<file path="src/rtl/dsp_issue_seq.sv">
// Decode/issue sequencer feeding the ALU stage and writing its result back to an 8x32 register file.
// Optional retired-instruction counter enabled by defining DSP_RETIRE_CNT_EN.
module dsp_issue_seq #(
    parameter int NREGS = 8,
    parameter int IMM_W = 16
) (
    input  logic        clk,
    input  logic        nrst,
    input  logic        ins_valid,
    output logic        ins_ready,
    input  logic [31:0] ins_word,
    output logic [2:0]  func,
    output logic [31:0] data_as,
    output logic [31:0] data_bs,
    output logic [31:0] ins_delay,
    output logic [31:0] IF_pcss,
    input  logic [31:0] alu_result,
    input  logic        arith_flag,
    input  logic [2:0]  dbg_addr,
    output logic [31:0] dbg_data,
    output logic        illegal_op,
    output logic [15:0] retire_cnt
);

    localparam int AW = (NREGS > 1) ? $clog2(NREGS) : 1;

    localparam logic [2:0] OP_NOP = 3'b000;
    localparam logic [2:0] OP_ADD = 3'b001;
    localparam logic [2:0] OP_MUL = 3'b010;
    localparam logic [2:0] OP_LDI = 3'b011;

    // Encoding doubles as the ins_delay phase value.
    typedef enum logic [1:0] {
        IDLE  = 2'd0,
        ISSUE = 2'd1,
        EXEC  = 2'd2,
        WB    = 2'd3
    } state_t;

    state_t         state_q, state_d;
    logic [2:0]     func_q, func_d;
    logic [31:0]    a_q, a_d, b_q, b_d;
    logic [31:0]    pc_q, pc_d;
    logic [AW-1:0]  rd_q, rd_d;
    logic           ill_q, ill_d;
    logic [31:0]    rf_q [NREGS];
    logic [31:0]    rf_d [NREGS];

    logic [2:0]     op;
    logic [AW-1:0]  rd_f, rs1_f, rs2_f;
    logic [31:0]    imm_ext;
    logic           accept;

    assign op      = ins_word[31:29];
    assign rd_f    = ins_word[26 +: AW];
    assign rs1_f   = ins_word[23 +: AW];
    assign rs2_f   = ins_word[20 +: AW];
    assign imm_ext = {{(32-IMM_W){1'b0}}, ins_word[IMM_W-1:0]};
    assign accept  = ins_valid && (state_q == IDLE);

    always_comb begin
        state_d = state_q;
        func_d  = func_q;
        a_d     = a_q;
        b_d     = b_q;
        pc_d    = pc_q;
        rd_d    = rd_q;
        ill_d   = ill_q;
        rf_d    = rf_q;
        case (state_q)
            IDLE: begin
                if (accept) begin
                    // Instruction count skips 0 on wrap so the ALU is never re-idled.
                    pc_d = (pc_q == 32'hFFFF_FFFF) ? 32'd1 : pc_q + 32'd1;
                    case (op)
                        OP_ADD, OP_MUL: begin
                            state_d = ISSUE;
                            func_d  = op;
                            a_d     = rf_q[rs1_f];
                            b_d     = rf_q[rs2_f];
                            rd_d    = rd_f;
                        end
                        OP_LDI:  rf_d[rd_f] = imm_ext;
                        OP_NOP:  ;
                        default: ill_d = 1'b1;
                    endcase
                end
            end
            ISSUE: state_d = EXEC;
            EXEC:  state_d = WB;
            WB: begin
                state_d = IDLE;
                if (arith_flag) rf_d[rd_q] = alu_result;
            end
            default: state_d = IDLE;
        endcase
    end

    always_ff @(posedge clk or negedge nrst) begin
        if (!nrst) begin
            state_q <= IDLE;
            func_q  <= '0;
            a_q     <= '0;
            b_q     <= '0;
            pc_q    <= '0;
            rd_q    <= '0;
            ill_q   <= 1'b0;
            rf_q    <= '{default: '0};
        end else begin
            state_q <= state_d;
            func_q  <= func_d;
            a_q     <= a_d;
            b_q     <= b_d;
            pc_q    <= pc_d;
            rd_q    <= rd_d;
            ill_q   <= ill_d;
            rf_q    <= rf_d;
        end
    end

`ifdef DSP_RETIRE_CNT_EN
    logic [15:0] ret_q, ret_d;

    always_comb begin
        ret_d = ret_q;
        if ((state_q == WB && arith_flag) || (accept && op == OP_LDI))
            ret_d = ret_q + 16'd1;
    end

    always_ff @(posedge clk or negedge nrst) begin
        if (!nrst) ret_q <= '0;
        else       ret_q <= ret_d;
    end

    assign retire_cnt = ret_q;
`else
    assign retire_cnt = '0;
`endif

    assign ins_ready  = (state_q == IDLE);
    assign ins_delay  = {30'd0, state_q};
    assign func       = func_q;
    assign data_as    = a_q;
    assign data_bs    = b_q;
    assign IF_pcss    = pc_q;
    assign illegal_op = ill_q;
    assign dbg_data   = rf_q[dbg_addr[AW-1:0]];

    // Reserved instruction bits and any address bits above the file depth.
    logic unused_bits;
    assign unused_bits = ^{ins_word, dbg_addr};

endmodule

</file>
<file path="config.mk">
export PLATFORM = sky130hd
export DESIGN_NAME = dsp_issue_seq
export DESIGN_NICKNAME = d
export VERILOG_FILES = /design/src/rtl/dsp_issue_seq.sv
export SDC_FILE = /design/constraint.sdc
export NUM_CORES = 1
export LEC_CHECK = 0
export BUFFER_PORTS_ARGS = -buffer_cell sky130_fd_sc_hd__buf_2
export CAP_MARGIN = 20
export CORE_MARGIN = 10
export CORE_UTILIZATION = 60
export CTS_CLUSTER_DIAMETER = 200
export CTS_CLUSTER_SIZE = 25
export DETAILED_ROUTE_END_ITERATION = 6
export GPL_TIMING_DRIVEN = 0
export PLACE_DENSITY = 0.82
export SKIP_CTS_REPAIR_TIMING = 1
export SYNTH_ARGS = -nofsm -noshare
export SYNTH_HDL_FRONTEND = slang
export SYNTH_SLANG_ARGS = --single-unit
</file>
<file path="constraint.sdc">
create_clock -name clk -period 3.4 [get_ports clk]
set_input_delay 0.68 -clock clk [delete_from_list [all_inputs] [get_ports clk]]
set_output_delay 0.68 -clock clk [all_outputs]
set_load 0.01 [all_outputs]
</file>
==> impl_metrics.ini <==
[timing]
finalHoldViolCount = 0
slew_viol_final = 0
fin_crit_sh = 0.973
relSlewSlack = 0.213
rsz0062_at_grt = false
min_period_ps = 3310
max_freq_mhz = 302
setup_viol = 0
tightest_slew_ps = 1180
finalClockSkew_ps = 40.0

[placed_design]
dp.cells = 2459
dp_hpwl_microns = 50900
io_buffers = 188
routabilityCongestion = 0.963
placed_area_sq_um = 23500

[setup_path]
critPathSlowestCell = clkbuf_1
cp_slowest_stage_delay_ps = 570
worstSetupPathType = flip-flop to flip-flop
crit_chain = ha_1 > buf_2 > clkbuf_1 > clkbuf_1 > nand2_1 > o41ai_1
crit_top_cell = clkbuf_1
cp_top_family = buffers and inverters
critPathRequiredTime_ps = 3810
critical_path_peak_fanout = 10
arrival_ps = 3720
crit_path_end_kind = flip-flop
crit_path_start_kind = flip-flop
crit_buf_inv = 3

[finish]
drive_gt1_frac = 0.364
fin_util = 0.673
design_area_sq_um = 24000
instances_no_fill = 2480
finish.net_count = 2093
area_growth_pct = 10.5

[routing]
drc = 1
first_iter_violations = 2375
vias_per_cell = 7.20
dr.pass1.iters = 7
vias = 17900
routed_wl_microns = 72600
ant_nets = 0
wl_per_cell_microns = 29.3

[job]
drv_cap = 0

[clocking]
cts_tree = done
numCtsBuffers = 18
h-tree-depth = 1
insertion_delay_ps = 550
clkTransAtPathRegs_ps = 100
cts.path.max_buffers = 3
cts_num_sinks = 361
root_buffer = clkbuf_16

[die]
row_count = 69
die_area_sq_um = 44200
die_w_microns = 210
coreArea_sq_um = 35700
start_util = 0.609
io_pins = 252
die_h_microns = 210

[yosys]
yosysMostFrequentCell = dfrtp_1
yosys_warnings = 0
synth-seq-cells = 361
synth_top_area_cell = dfrtp_1
syn_area_sq_um = 21700
synth_edf_count = 0
ys_seq_area_frac = 0.416
synth.avg_cell_area_sq_um = 12.3
synthDominantCellAreaShare = 0.416
ys_async_sr_fraction = 1.00
synth_common_cells = 361 x dfrtp_1, 199 x mux2_2, 192 x mux4_2
ys_types = 55
syn_inst = 1762
yosys-top-cells-area = dfrtp_1 42%, mux4_2 20%, mux2_2 10%
synth_ff_type = dfrtp_1

[outcome]
outcome = finished, violations left
violations = DRC

[global_routing]
grt_pass1_vias = 18300
grt_usage = 0.322
grt_overflow = 0
grt_pass1_wl_microns = 110000
grt_start_max_net_pins = 124
antenna_found_initial = 1

[pwr]
powerDensity_nw_per_um2 = 552
vdd_drop_max_uv = 439
p_leak_nw = 10.8

[hold_path]
hp-class = input port to asynchronous set/reset pin
[metrics by stage]
| step | total power (W) | setup TNS [ps] | hold slack, ps | worst slack, ps |
|---|---|---|---|---|
| global route | 0.0137 | 0 | 114 | 0.879 |
| detailed placement | 0.0106 | -1590 | 463 | -89.5 |
| finish | 0.0132 | 0 | 79.1 | 90.7 |
| floorplan | 0.00875 | 0 | 384 | 537 |
| global placement | 0.0104 | -1923890 | 446 | -5360 |
| CTS | 0.0131 | -2400 | 100 | -127 |
[path summary, 6_finish.rpt]
kind | cells after the start | slack [ps] | startpoint | endpoint
worst max-delay path | 6 | 90 | state_q[1] | rf_q[119]
worst min-delay path | 1 | 80 | nrst | IF_pcss[30]
worst max register to register | 6 | 90 | state_q[1] | rf_q[119]
worst min register to register | 2 | 480 | data_bs[6] | data_bs[6]
max in group asynchronous | 3 | 1800 | nrst | rf_q[75]
min in group clk | 2 | 400 | ins_word[31] | illegal_op
[final cells by class]
cell class | count | area (sq um)
multi-input combinational | 1208 | 11700
antenna | 1 | 2.50
clock buffer | 19 | 475
timing repair buffer | 191 | 1030
buffer | 229 | 1140
clock inverter | 1 | 16.3
inverter | 9 | 33.8
tap | 461 | 577
sequential | 361 | 9030
fill | 2677 | 11700
[kinds of logic (layout without fill, tap and decap cells)]
family                     count (synthesis)  in the layout  share of synthesized area
AOI/OAI and AO/OA                        358            358                      0.104
xor gates and xnor gates                  21             21                    0.00847
adders and majority gates                  4              4                    0.00231
buffers and inverters                    238            449                     0.0536
DFF                                      361            361                      0.416
muxes                                    485            485                      0.347
other                                      1             47                   0.000173
and+or+nand+nor                          294            294                     0.0682
[power breakdown]
part | internal, W | switching [W] | total [W]
registers | 0.00501 | 0.000660 | 0.00567
clock network | 0.00102 | 0.00146 | 0.00248
logic | 0.00198 | 0.00311 | 0.00509
[cells in the final DEF (no fill, tap or decap), drive strengths merged, types with 13 or more instances in the layout]
| master | count |
|---|---|
| nand2b | 16 |
| buf | 322 |
| dfrtp | 361 |
| nor2 | 84 |
| nand3 | 13 |
| conb | 46 |
| mux2 | 229 |
| o41ai | 65 |
| clkbuf | 117 |
| nand4 | 15 |
| o22ai | 132 |
| mux2i | 64 |
| xnor2 | 15 |
| mux4 | 192 |
| o21ai | 136 |
| a21oi | 13 |
| nand2 | 112 |
[state kept, by name, indices dropped and copies added (netlist names)]
signal and cells:
rf_q 256, IF_pcss 32, illegal_op 1, state_q 2, data_as 32, func 3, rd_q 3, data_bs 32
[per-layer routing]
layer,track usage,share of wire,vias up,routed length [microns]
li1,-,-,7203,-
met1,0.405,0.35,8904,25600
met2,0.501,0.46,1465,33700
met3,0.106,0.13,280,9710
met4,0.146,0.050,0,3640
met5,0,0,-,0
Power figures use the tool's default switching activity.
